===== config.mk =====
export PLATFORM = sky130hd
export DESIGN_NAME = ir_fetch_queue
export DESIGN_NICKNAME = d
export VERILOG_FILES = /design/src/rtl/ir_fetch_queue.sv
export SDC_FILE = /design/constraint.sdc
export NUM_CORES = 1
export LEC_CHECK = 0
export CORE_MARGIN = 8
export CORE_UTILIZATION = 42
export DETAILED_ROUTE_END_ITERATION = 16
export HOLD_SLACK_MARGIN = 0.03
export PLACE_DENSITY = 0.81
export RECOVER_POWER = 25
export SETUP_SLACK_MARGIN = 0.02
export SLEW_MARGIN = 20
export SYNTH_ARGS = -nofsm -noshare
export SYNTH_HDL_FRONTEND = slang
export SYNTH_SLANG_ARGS = --single-unit

===== constraint.sdc =====
create_clock -name clk -period 2.8 [get_ports clk]
set_input_delay 0.56 -clock clk [delete_from_list [all_inputs] [get_ports clk]]
set_output_delay 0.56 -clock clk [all_outputs]
set_load 0.05 [all_outputs]

===== src/rtl/ir_fetch_queue.sv =====
// Instruction fetch queue: DEPTH-entry FIFO of instruction words with head-entry decode.
// Optional IR_HOLD_LAST_EN: decode outputs keep the last popped word while the queue is empty.
module ir_fetch_queue #(
   parameter int DATA_W    = 16,
   parameter int DEPTH     = 2,
   parameter int IMM_OUT_W = 16
) (
   input  logic                       clk,
   input  logic                       rst,
   input  logic                       flush,
   input  logic                       in_valid,
   input  logic [DATA_W-1:0]          in_data,
   output logic                       in_ready,
   output logic                       out_valid,
   input  logic                       out_ready,
   output logic [7:0]                 opcode,
   output logic [3:0]                 rdst,
   output logic [3:0]                 rsrc,
   output logic [IMM_OUT_W-1:0]       imm_zext,
   output logic [IMM_OUT_W-1:0]       imm_sext,
   output logic [IMM_OUT_W-1:0]       bdisp,
   output logic [$clog2(DEPTH+1)-1:0] count
);

   localparam int PTR_W = $clog2(DEPTH);
   localparam int CNT_W = $clog2(DEPTH+1);

   function automatic logic [IMM_OUT_W-1:0] sext8(input logic [7:0] v);
      return {{(IMM_OUT_W-8){v[7]}}, v};
   endfunction

   function automatic logic [IMM_OUT_W-1:0] zext8(input logic [7:0] v);
      return {{(IMM_OUT_W-8){1'b0}}, v};
   endfunction

   logic [DATA_W-1:0] r_mem [DEPTH];
   logic [PTR_W-1:0]  r_wptr;
   logic [PTR_W-1:0]  r_rptr;
   logic [CNT_W-1:0]  r_count;
   logic              w_push;
   logic              w_pop;
   logic [DATA_W-1:0] w_head;
   logic [DATA_W-1:0] w_dec;

   assign in_ready  = (r_count != CNT_W'(DEPTH));
   assign out_valid = (r_count != {CNT_W{1'b0}});
   assign count     = r_count;
   assign w_push    = in_valid && in_ready;
   assign w_pop     = out_valid && out_ready;
   assign w_head    = r_mem[r_rptr];

   // Queue storage, pointers and occupancy; flush overrides push and pop
   always_ff @(posedge clk or negedge rst) begin
      if (!rst) begin
         for (int i = 0; i < DEPTH; i++) begin
            r_mem[i] <= {DATA_W{1'b0}};
         end
         r_wptr  <= {PTR_W{1'b0}};
         r_rptr  <= {PTR_W{1'b0}};
         r_count <= {CNT_W{1'b0}};
      end else if (flush) begin
         r_wptr  <= {PTR_W{1'b0}};
         r_rptr  <= {PTR_W{1'b0}};
         r_count <= {CNT_W{1'b0}};
      end else begin
         if (w_push) begin
            r_mem[r_wptr] <= in_data;
            r_wptr        <= r_wptr + PTR_W'(1);
         end
         if (w_pop) begin
            r_rptr <= r_rptr + PTR_W'(1);
         end
         case ({w_push, w_pop})
            2'b10:   r_count <= r_count + CNT_W'(1);
            2'b01:   r_count <= r_count - CNT_W'(1);
            default: r_count <= r_count;
         endcase
      end
   end

`ifdef IR_HOLD_LAST_EN
   logic [DATA_W-1:0] r_hold;

   // Last popped word; a pop discarded by flush is not captured
   always_ff @(posedge clk or negedge rst) begin
      if (!rst) begin
         r_hold <= {DATA_W{1'b0}};
      end else if (w_pop && !flush) begin
         r_hold <= w_head;
      end else begin
         r_hold <= r_hold;
      end
   end

   // Decode source: live head, else the held word
   always_comb begin
      w_dec = {DATA_W{1'b0}};
      if (out_valid) begin
         w_dec = w_head;
      end else begin
         w_dec = r_hold;
      end
   end
`else
   // Decode source: live head, else all zeros
   always_comb begin
      w_dec = {DATA_W{1'b0}};
      if (out_valid) begin
         w_dec = w_head;
      end else begin
         w_dec = {DATA_W{1'b0}};
      end
   end
`endif

   assign opcode   = {w_dec[15:12], w_dec[7:4]};
   assign rdst     = w_dec[11:8];
   assign rsrc     = w_dec[3:0];
   assign imm_zext = zext8(w_dec[7:0]);
   assign imm_sext = sext8(w_dec[7:0]);
   assign bdisp    = sext8({w_dec[7:4], w_dec[3:0]});

endmodule


## Word-level counts from Yosys, hierarchy flattened

Index checks and enable logic that the tools add are counted.

- Add/sub/neg operators: 4
- Order comparisons: 3
- Eq/ne operators: 3
- Muxes and demuxes: 13
- Bitwise logic cells: 3
- Reduce and logical (&&, ||, !) cells: 8

Operator list:

| operator | number |
|---|---|
| 16-bit 2-to-1 mux | 5 |
| 32-bit bitwise mux | 1 |
| 16-bit demux with 1-bit select | 1 |
| 2-bit nonzero test | 3 |
| 2-bit >= comparator (second input constant) | 2 |
| 1-bit 2-to-1 mux | 4 |
| 1-bit NOT with 2-bit output | 2 |
| 2-bit case mux with 2 select lines | 1 |
| 1-bit logical AND | 3 |
| 3-bit nonzero test | 1 |
| 1-bit adder (second input constant) | 2 |
| 2-bit by 1-bit adder with 2-bit output (second input constant) | 1 |
| 2-bit by 1-bit equality test with 1-bit output (second input constant) | 1 |
| 2-bit equality test (second input constant) | 1 |
| 2-bit by 1-bit < comparator with 1-bit output (second input constant) | 1 |
| 2-bit 2-to-1 mux | 1 |
| 2-bit inequality test (second input constant) | 1 |
| 2-bit AND reduction | 1 |
| 2-bit by 1-bit subtractor with 2-bit output (second input constant) | 1 |
| 1-bit NOT | 1 |

- Register bits after elaboration: 36
- Input port bits: 21

## Depth between registers and ports, before layout

Gate-level depths: netlist of the first run.

- Word-level depth: 6
- Depth in mapped cells: 5
- Depth with buffers taken out: 4

## Least setup slack after synthesis of the first run

No wires, ideal clock.

- Path kind: register -> output
- From: register r_count[0], in the netlist count[0]
- To: output bdisp[10]
- Arrival time: 2858 ps
- Data required time: 2240 ps
- Setup slack: -618 ps
- Cell stages (with the launch flop): 5
- Cells stage by stage: dfrtp_1 nor2_1 clkbuf_1 nor2_1 buf_4

- Longest elaborated chain between the ends: 2

Ends and longest elaborated chain:

| element | line | text |
|---|---|---|
| start, declared | 39 | `logic [CNT_W-1:0] r_count;` |
| start signal, assigned | 60 | `r_count <= {CNT_W{1'b0}};` |
| start signal, assigned | 64 | `r_count <= {CNT_W{1'b0}};` |
| start signal, assigned | 74 | `2'b10: r_count <= r_count + CNT_W'(1);` |
| 2-bit nonzero test | 46 | `assign out_valid = (r_count != {CNT_W{1'b0}});` |
| 16-bit 2-to-1 mux | 108 | `if (out_valid) begin` |
| end, declared | 21 | `output logic [IMM_OUT_W-1:0] bdisp,` |

No other way between the ends.

## Worst setup path after layout of the first run

- From: register r_count[0], in the netlist count[0]
- To: output rsrc[0]

- Longest elaborated chain between the ends: 2

Ends and longest elaborated chain:

| element | line | text |
|---|---|---|
| 2-bit nonzero test | 46 |  |
| 16-bit 2-to-1 mux | 108 |  |
| end, declared | 18 | `output logic [3:0] rsrc,` |

No other way between the ends.

==> flow_metrics.env, run 1 <==
export IMPL_status="finished, violations left"
export IMPL_violations="capacitance limit, slew limit"
export IMPL_max_stage_delay_ns=0.61
export IMPL_yosysTopAreaCell="dfrtp_1"
export IMPL_critPathRequiredTime_ns=2.24
export IMPL_skew_ns=0.00708
export IMPL_vias=1346
export IMPL_post_cts_resized=0
export IMPL_drive_above_1_share=0.480
export IMPL_clk_pin_slew_ns=0.07
export IMPL_ant_nets=0
export IMPL_viasPerCell=4.89
export IMPL_finalHoldViolations=0
export IMPL_fp_dieW_um=85.6
export IMPL_drv_cap=1
export IMPL_min_delay_start="r_mem[22]$_DFFE_PN0P_"
export IMPL_final_util=0.684
export IMPL_grt_overflow_total=0
export IMPL_setup_viol=0
export IMPL_syn_cell_area_mm2=0.00204
export IMPL_wl_per_cell_um=16.3
export IMPL_syn2layout_area_growth_pct=57.6
export IMPL_place_area_mm2=0.00313
export IMPL_end_kind="output port"
export IMPL_grt_max_degree=37
export IMPL_io_buffers=80
export IMPL_max_freq_ghz=0.403
export IMPL_pin_count=89
export IMPL_start_kind="register"
export IMPL_hold_ws_ns=0.507
export IMPL_slew_violations=37
export IMPL_hold_buffers=0
export IMPL_maxSlewHeadroom=-0.255
export IMPL_tightest_slew_ns=1.88
export IMPL_r2r_setup_slack_ns=0.96
export IMPL_yosys_warnings=0
export IMPL_cts_path_max_buffers=2
export IMPL_syn_inst=176
export IMPL_final_area_mm2=0.00321
export IMPL_leakage_nw=1.34
export IMPL_cts_root_buffer="clkbuf_8"
export IMPL_rows=25
export IMPL_clock_latency_ns=0.28
export IMPL_gp_congestion=0.708
export IMPL_ys_seq_area_frac=0.442
export IMPL_cts_tree="yes"
export IMPL_slowest_stage="nor2_1"
export IMPL_cts_made_buffers=5
export IMPL_yosysTopAreaCellShare=0.442
export IMPL_syn_avg_cell_area_um2=11.6
export IMPL_drc=0
export IMPL_worstPathCellList="nor2_2, buf_4, nor2_1, buf_12"
export IMPL_first_pass_iters=4
export IMPL_synth_area_leaders="dfrtp_1 (44%), buf_4 (18%), mux2_2 (18%)"
export IMPL_min_path_type="register to register"
export IMPL_final_cells=275
export IMPL_cp_arrival_ns=1.92
export IMPL_h_tree_depth=2
export IMPL_min_period_ns=2.48
export IMPL_drt_iter0_markers=55
export IMPL_die_area_mm2=0.00733
export IMPL_dp_cells=268
export IMPL_wl_um=4480
export IMPL_synth_ff_latch_count=36
export IMPL_post_route_period_util=0.887
export IMPL_die_height_um=85.6
export IMPL_criticalPathCategory="register to output port"
export IMPL_post_cts_buffers=0
export IMPL_place_hpwl_um=3570
export IMPL_power_mw=2.23
export IMPL_grt_pass1_wl_um=7230
export IMPL_cp_startpoint="count[0]$_DFFE_PN0P_"
export IMPL_initial_core_util=0.434
export IMPL_synth_cell_types=23
export IMPL_antenna_found_initial=0
export IMPL_power_density_mw_per_mm2=695
export IMPL_antenna_cells=0
export IMPL_nets=242
export IMPL_peakVddDrop_v=0.000428
export IMPL_reg2reg_from="count[1]$_DFFE_PN0P_"
export IMPL_critical_path_max_fanout=16
export IMPL_fp_coreArea_mm2=0.00469
export IMPL_grt_total_usage=0.125
export IMPL_grt_setup_unrepaired="false"
export IMPL_clock_sinks=36
export IMPL_grt_pass1_vias=1425
cells in the final DEF (no fill, tap or decap), drive strengths merged:
cell type / n
or2: 1
conb: 8
clkinv: 1
a21oi: 4
dfrtp: 36
or3: 1
buf: 61
xor2: 1
clkbuf: 7
nor4: 1
a21o: 1
o21ai: 2
nand3b: 1
clkdlybuf4s50: 22
o211ai: 1
mux2: 32
mux2i: 17
nor2b: 1
nand4b: 1
nor3b: 1
nor2: 18
inv: 3
final cells by class:
class | instances | area [µm²]
Multi-Input combinational cell | 91 | 769
Tap cell | 54 | 67.6
Clock buffer | 6 | 72.6
Sequential cell | 36 | 901
Fill cell | 347 | 1480
Clock inverter | 1 | 5.00
Inverter | 3 | 11.3
Timing Repair Buffer | 84 | 1380
logic make-up after synthesis:
logic type,Yosys count,synth area share
compound gates,8,0.0221
xor+xnor,1,0.00430
simple gates,25,0.0713
other cells,1,0.00184
flops,36,0.442
mux,49,0.260
buf+inv,56,0.198
registers in the layout, summed over array words and instances (netlist names):
register / cells
r_wptr: 1
count: 2
r_mem: 32
r_rptr: 1
worst paths after layout:
| path | cells after the start | end |
|---|---|---|
| worst max-delay path | 4 | rsrc[0] |
| worst min-delay path | 1 | r_mem[22]$_DFFE_PN0P_ |
| worst max register to register | 4 | r_mem[1]$_DFFE_PN0P_ |
| worst min register to register | 1 | r_mem[22]$_DFFE_PN0P_ |
| max in group asynchronous | 1 | r_mem[1]$_DFFE_PN0P_ |
| min in group asynchronous | 1 | r_mem[5]$_DFFE_PN0P_ |
per-stage QoR:
stage	TNS [ns]	setup slack [ns]
3_5_place_dp	0	0.433
4_1_cts	0	0.284
6_report	0	0.316
2_1_floorplan	-1.04	-0.115
5_1_grt	0	0.209
3_3_place_gp	0	0.464
power by group:
| part | total, mW | switching, mW | internal (mW) |
|---|---|---|---|
| sequential | 0.703 | 0.0631 | 0.640 |
| clock | 0.332 | 0.163 | 0.169 |
| combinational | 1.20 | 0.643 | 0.554 |
synthesized netlist by cell type, drive strengths merged:
cell and instances:
o21ai 2, a21oi 4, o211ai 1, conb 1
nand3b 1, or3 1, buf 51, dfrtp 36
mux2i 17, xor2 1, inv 3, clkbuf 2
or2 1, nand4b 1, nor4 1, nor2 18
nor2b 1, a21o 1, mux2 32, nor3b 1
metal layers:
layer / part of all wire / track usage
met1: 0.41 / 0.137
met3: 0.074 / 0.0458
met2: 0.51 / 0.216
met4: 0.013 / 0.0478
met5: 0 / 0
critical path, delay by kind of cell, from the launching register on:
kind,cells,cell delay [ns]
buf+inv,2,0.43
flops,1,0.49
simple gates,2,0.71
Note: power is estimated with default switching activity, not from simulation.
==> run 2, diff against run 1 <==
- SETUP_SLACK_MARGIN: 0.02 -> unset
==> results of run 2 <==
The final DEF is identical to that of run 1; final timing and power are the same.
